==> src/rtl/pipe_stage_skid_reg.sv <==
// Inter-stage pipeline register with a two-entry skid buffer, valid/ready handshake,
// synchronous flush and NOP bubbles. Optional stall/flush counters under `PIPE_STATS_EN`.
module pipe_stage_skid_reg #(
  parameter int DATA_W = 32,
  parameter int CTRL_W = 8
) (
  input  logic              Clk,
  input  logic              Reset,
  input  logic              Flush,
  input  logic              In_Valid,
  output logic              In_Ready,
  input  logic [DATA_W-1:0] In_Data,
  input  logic [CTRL_W-1:0] In_Ctrl,
  output logic              Out_Valid,
  input  logic              Out_Ready,
  output logic [DATA_W-1:0] Out_Data,
  output logic [CTRL_W-1:0] Out_Ctrl
`ifdef PIPE_STATS_EN
  ,
  output logic [31:0]       Stall_Cnt,
  output logic [15:0]       Flush_Cnt
`endif
);

  typedef enum logic [1:0] {
    ST_EMPTY = 2'd0,
    ST_FULL  = 2'd1,
    ST_SKID  = 2'd2
  } state_t;

  state_t              r_state;
  state_t              w_state_nxt;
  logic                r_in_ready;
  logic [DATA_W-1:0]   r_m_data;
  logic [CTRL_W-1:0]   r_m_ctrl;
  logic [DATA_W-1:0]   r_s_data;
  logic [CTRL_W-1:0]   r_s_ctrl;

  logic                w_out_valid;
  logic                w_accept;
  logic                w_take;
  logic                w_load_m_in;
  logic                w_load_m_skid;
  logic                w_load_s;

  assign w_out_valid = (r_state != ST_EMPTY);
  assign w_accept    = In_Valid & r_in_ready;
  assign w_take      = w_out_valid & Out_Ready;

  // NOTE: every output of this block gets a default first so no path leaves it unassigned (no latches).
  always_comb begin
    w_state_nxt   = r_state;
    w_load_m_in   = 1'b0;
    w_load_m_skid = 1'b0;
    w_load_s      = 1'b0;
    if (Flush) begin
      w_state_nxt = ST_EMPTY;
    end else begin
      case (r_state)
        ST_EMPTY: begin
          if (w_accept) begin
            w_load_m_in = 1'b1;
            w_state_nxt = ST_FULL;
          end
        end
        ST_FULL: begin
          if (w_accept && w_take) begin
            w_load_m_in = 1'b1;
          end else if (w_take) begin
            w_state_nxt = ST_EMPTY;
          end else if (w_accept) begin
            w_load_s    = 1'b1;
            w_state_nxt = ST_SKID;
          end
        end
        ST_SKID: begin
          // Ready is low here, so nothing can be accepted; the skid entry moves up on take.
          if (w_take) begin
            w_load_m_skid = 1'b1;
            w_state_nxt   = ST_FULL;
          end
        end
        default: w_state_nxt = ST_EMPTY;
      endcase
    end
  end

  // NOTE: sequential state uses non-blocking assignments so all registers update from pre-edge values.
  always_ff @(posedge Clk) begin
    // NOTE: payload registers are reset too, because Out_Data must read zero after reset.
    if (Reset) begin
      r_state    <= ST_EMPTY;
      r_in_ready <= 1'b1;
      r_m_data   <= '0;
      r_m_ctrl   <= '0;
      r_s_data   <= '0;
      r_s_ctrl   <= '0;
    end else begin
      r_state    <= w_state_nxt;
      r_in_ready <= (w_state_nxt != ST_SKID);
      if (w_load_m_in) begin
        r_m_data <= In_Data;
        r_m_ctrl <= In_Ctrl;
      end else if (w_load_m_skid) begin
        r_m_data <= r_s_data;
        r_m_ctrl <= r_s_ctrl;
      end
      if (w_load_s) begin
        r_s_data <= In_Data;
        r_s_ctrl <= In_Ctrl;
      end
    end
  end

  assign In_Ready  = r_in_ready;
  assign Out_Valid = w_out_valid;
  assign Out_Data  = r_m_data;
  // Bubbles must look like NOPs downstream, so control is gated by valid.
  assign Out_Ctrl  = w_out_valid ? r_m_ctrl : '0;

`ifdef PIPE_STATS_EN
  logic [31:0] r_stall_cnt;
  logic [15:0] r_flush_cnt;

  always_ff @(posedge Clk) begin
    if (Reset) begin
      r_stall_cnt <= '0;
      r_flush_cnt <= '0;
    end else begin
      if (w_out_valid && !Out_Ready && (r_stall_cnt != '1)) begin
        r_stall_cnt <= r_stall_cnt + 32'd1;
      end
      if (Flush && w_out_valid && (r_flush_cnt != '1)) begin
        r_flush_cnt <= r_flush_cnt + 16'd1;
      end
    end
  end

  assign Stall_Cnt = r_stall_cnt;
  assign Flush_Cnt = r_flush_cnt;
`endif

endmodule

==> config.mk <==
export PLATFORM = sky130hd
export DESIGN_NAME = pipe_stage_skid_reg
export DESIGN_NICKNAME = d
export VERILOG_FILES = /design/src/rtl/pipe_stage_skid_reg.sv
export SDC_FILE = /design/constraint.sdc
export NUM_CORES = 1
export LEC_CHECK = 0
export ABC_AREA = 1
export CORE_MARGIN = 5
export CORE_UTILIZATION = 50
export DETAILED_ROUTE_END_ITERATION = 6
export DONT_BUFFER_PORTS = 1
export PLACE_DENSITY = 0.68
export SETUP_SLACK_MARGIN = 0.02
export SYNTH_ARGS = -nofsm -noshare
export SYNTH_HDL_FRONTEND = slang
export SYNTH_SLANG_ARGS = --single-unit
==> constraint.sdc <==
create_clock -name Clk -period 1.3 [get_ports Clk]
set_input_delay 0.39 -clock Clk [delete_from_list [all_inputs] [get_ports Clk]]
set_output_delay 0.39 -clock Clk [all_outputs]
set_load 0.005 [all_outputs]
Yosys cells after proc, flatten, opt, wreduce, memory -nomap -nowiden --
Cells that the tools add are included.
Word-level totals: register bits after elaboration 83, input port bits 45, output and inout port bits 42, word-level logic and storage cells 38
Cells by class: equality and inequality tests 3, mux-type cells 23, bitwise operators 2, reduce and logical (&&, ||, !) cells 4
Operator list (count):
- $mux W32 | 2
- $mux W8 | 3
- $mux W2 | 6
- $mux W1 | 10
- $pmux W2 S3 | 1
- $reduce_bool A2 Y1 | 2
- $and A1 B1 Y1 | 2
- $eq A2 B1 Y1 const B | 1
- $eq A2 B2 Y1 const B | 1
- $logic_not A2 Y1 | 1
- $ne A2 B2 Y1 const B | 1
- $pmux W1 S2 | 1
- $logic_and A1 B1 Y1 | 1

Depth between registers and ports, before layout --
word-level depth 7, gate-level depth with buffers 8, gate-level depth less buffers 7

Least setup slack after synthesis --
OpenSTA, ideal clock, no wires.
path kind input to register, start point input Flush, end point register r_m_data[0] (netlist: Out_Data[0]), library setup time 64 ps, data arrival time 1227 ps, data required time 1236 ps, setup slack 10 ps, stages on the path 7, path buffers 2, path through nor2_2 -> nand3_4 -> buf_6 -> buf_4 -> nand3b_1 -> nand2_1 -> nor2_1
Between the ends: word-level cells in the longest chain between the ends 2, elaborated cells between the ends (all ways) 4, those cells by class mux: 3; reduce/logical: 1
Ends and longest elaborated chain:
- start: declaration | RTL line 9 | input logic Flush,
- $mux W1 | RTL line 56 | if (Flush) begin
- $mux W32 or $reduce_bool A2 Y1 (tied branches)
- end signal: assignment | RTL line 102 | r_m_data <= In_Data;
- end signal: assignment | RTL line 105 | r_m_data <= r_s_data;
- end: declaration | RTL line 34 | logic [DATA_W-1:0] r_m_data;
Several ways; a longest one is shown, not always the timed one. A chain may end at the register's enable or synchronous reset.

Final worst setup path --
start point register r_state[1], end point register r_s_data[27]
Between the ends: word-level cells in the longest chain between the ends 6, elaborated cells between the ends (all ways) 8, those cells by class eq/ne: 1; mux: 4; bitwise: 1; reduce/logical: 2
Ends and longest elaborated chain:
- start: declaration | RTL line 31 | state_t r_state;
- start signal: assignment | RTL line 99 | r_state <= w_state_nxt;
- $reduce_bool A2 Y1 | RTL line 46 | assign w_out_valid = (r_state != ST_EMPTY);
- $and A1 B1 Y1 | RTL line 48 | assign w_take = w_out_valid & Out_Ready;
- $mux W1 or $logic_and A1 B1 Y1 (tied branches) | RTL line 69, 67
- $mux W1 | RTL line 67 | if (w_accept && w_take) begin
- $mux W1 (*) | RTL line 59 | case (r_state)
- $mux W1 (*) | RTL line 56
- end signal: assignment | RTL line 109 | r_s_data <= In_Data;
- end: declaration | RTL line 36 | logic [DATA_W-1:0] r_s_data;
Mark *: on every way between the ends. The rest lies on a longest branch, timed or not.

==> impl_metrics.toml <==
[outcome]
status = "complete, but fails checks"
violations = "setup timing"

[die]
die_w_microns = 101
die_h_microns = 101
start_util = 0.509
dieArea_sq_um = 10200
pin_count = 87
row_count = 33
core_region_area_sq_um = 8180

[logic_synthesis]
synthCells = 647
yosys_warnings = 0
synth_nets = 692
synth_compound_area_frac = 0.0992
synthAdderAreaFrac = 0
syn_area_per_cell_sq_um = 6.43
synth_area_sq_um = 4160
synthMuxAreaShare = 0
ys_types = 19
synth_top_family_by_area = "simple AND/OR/NAND/NOR gates"
synthSimpleGateAreaFrac = 0.336
synth_xor_area_frac = 0
ys_seq_area_frac = 0.399
ys_seq_elements = 83

[worst_setup_path]
critical_path_required_ps = 1520
cp-start-kind = "flop"
cpPeakStageDelay_ps = 370
timing.rr.start = "r_state[1]"
r2r_end = "r_s_data[27]"
end_kind = "flop"
r2r.worst_path.cells = 7
r2r_slack_ps = -170
slowest_stage = "dfxtp_4"
setup.worst_path.class = "flop to flop"
critical_path_arrival_ps = 1690
cp_max_fo = 9
cp_cell_sequence = "buf_6, nor2_4, buf_6, nand3_4, clkbuf_16, nand2_1, a21oi_1"
cpMostUsedCell = "buf_6"

[finish]
fillers = 673
antenna_cells = 0
drive_gt1_frac = 0.280
nets = 706
fin_cells = 770
syn_to_final_growth_pct = 36.9

[pwr]
vdd_drop_max_v = 0.000663
p_leak_nw = 2.59
p_total_mw = 5.61
p_per_area_nw_per_um2 = 984

[routing]
firstDrtPassIters = 4
drc = 0
drt_iter0_drc = 196
drt_wl_total_microns = 12200
num_vias = 4081
wire_per_inst_microns = 15.8
via_per_inst = 5.30
antenna_left = 0

[clocking]
clk_pin_slew_worst_paths_ps = 90
clockRootBuffer = "clkbuf_8"
clk_path_buf_depth = 2
cts_tree = "yes"
hold_buffers = 0
insertion_delay_ps = 340
cts_max_level = 3
cts_buffers = 9
cts_sinks = 83

[sta]
finalWorstSetupSlack_ps = -171
tightestPinTransition_ps = 240
fin_crit_sh = 1.13
max-slew-margin-rel = 0.840
hold_violations = 0
fin_crit_ps = 1470
rsz0062_at_grt = "true"
max_freq_ghz = 0.680
hold_ws_ps = 110
final-setup-viol-count = 89
final.setup_skew_ps = 14.5
slew_viol_final = 0

[place]
numPortBuffers = 0
dp.cells = 733
hpwlAfterDp_microns = 6950
globalplace.congestion = 0.796

[grt]
grt_pass1_vias = 3591
grt_max_degree = 44
grt_antenna_before_repair = 0
grt_usage = 0.208
grt_overflow = 0
grt_first_pass_wirelength_microns = 17000

[flow_run]
drv_cap = 0

[hold_path]
hold_path_depth = 1
min_to = "r_s_data[28]"
hold_path_class = "input pin to flop"
hold_start = "Reset"
## cell usage in the layout, fill, tap and decap left out
master     synthesis  final
dfxtp_1           83     81
nand3_4            1      4
clkbuf_16          0     12
nand3b_1          30     30
buf_16             0      4
a21oi_1           42     18
nor2_2             2     12
buf_6              1      8
buf_4              1      9
nand2_4            0     15
buf_12             0     15
bufinv_16          0      1
nand3_1           91     79
a211oi_1           1      1
o21ai_1           17     15
o21ai_0           22      2
o21ai_4            0      2
o21ai_2            0     20
inv_2              1      5
nor3_4             0      1
dfxtp_4            0      2
nor2_1            52     36
clkinv_2           0      1
clkbuf_1          32      2
inv_1            131    127
nand4_1            2      2
nand2_2            0     25
a21oi_2            0     24
nand2_1          126     86
nand3_2            0      9
clkbuf_8           0     11
nor2_4             0      6
## sequential cells by signal, summed over array words and instances (netlist names)
name / cells
In_Ready: 1
Out_Data: 32
r_m_ctrl: 8
r_s_ctrl: 8
r_s_data: 32
r_state: 2
## worst max-delay path: cells and delay by family, from the launching register on
kind / cells / cell delay (ps)
DFF: 1 / 370
and+or+nand+nor: 3 / 410
buffers and inverters: 3 / 530
AOI/OAI and AO/OA: 1 / 50
## worst max path at each step
stage               startpoint  cells after the start  slack [ps]            to
detailed placement  r_state[0]                      7         -30  Out_Data[11]
finish              r_state[1]                      7        -170  r_s_data[27]
global route        r_state[1]                      7        -230  r_s_data[21]
CTS                 r_state[1]                      3        -140   Out_Ctrl[1]
floorplan                Flush                      7          20  Out_Data[17]
global placement      In_Valid                      7          10  Out_Data[10]
## repair_timing
action                                  in CTS  in global routing
gates resized for setup                     44                137
setup buffers                                2                  5
endpoints found under the setup margin      49                 91
pin swaps                                    0                 30
endpoints found under the hold margin        0                  0
cloned                                       2                 13
## metrics by stage
step	util	worst slack [ps]	TNS, ps	cell area, sq um
finish	0.697	-171	-10820	5690
global route	0.697	-226	-15810	5690
CTS	0.594	-141	-5390	4850
detailed placement	0.550	-26.4	-359	4500
global placement	0.550	14.7	0	4500
floorplan	-	23.5	0	4170
## layout make-up
type	instances	area, sq um	area share
multi-input cells	387	2340	0.410
flip-flops and latches	83	1670	0.293
repair buffers	48	868	0.152
inverters	132	495	0.0870
clock buffers	13	159	0.0279
well taps	105	131	0.0231
clock inverters	2	35.0	0.00615
## power by group
part | leakage (nW) | internal [mW] | switching (mW) | total, mW
sequential | 0.677 | 2.65 | 0.0751 | 2.72
combinational | 1.81 | 0.470 | 0.536 | 1.01
clock | 0.0995 | 0.984 | 0.892 | 1.88
## routing by layer
layer / track usage / up-vias / part of all wire
li1: - / 2023 / -
met1: 0.235 / 1920 / 0.37
met2: 0.380 / 118 / 0.52
met3: 0.0592 / 20 / 0.080
met4: 0.0593 / 0 / 0.023
met5: 0 / - / 0
## cell families after synthesis
logic type             Yosys count
and+or+nand+nor                305
buffers and inverters          177
AOI/OAI and AO/OA               82
DFF                             83
## synthesized netlist by cell type
cell	n	area, sq um
nand4_1	2	12.5
dfxtp_1	83	1660
clkbuf_1	32	120
nand3_4	1	17.5
nor2_2	2	12.5
nand3b_1	30	225
inv_1	131	492
nand2_1	126	473
o21ai_1	17	85.1
buf_6	1	11.3
o21ai_0	22	110
buf_4	1	7.51
buf_2	11	55.1
nand3_1	91	455
nor2_1	52	195
nor3_1	1	5.00
a211oi_1	1	7.51
a21oi_1	42	210
inv_2	1	3.75
Power figures use the tool's default switching activity.
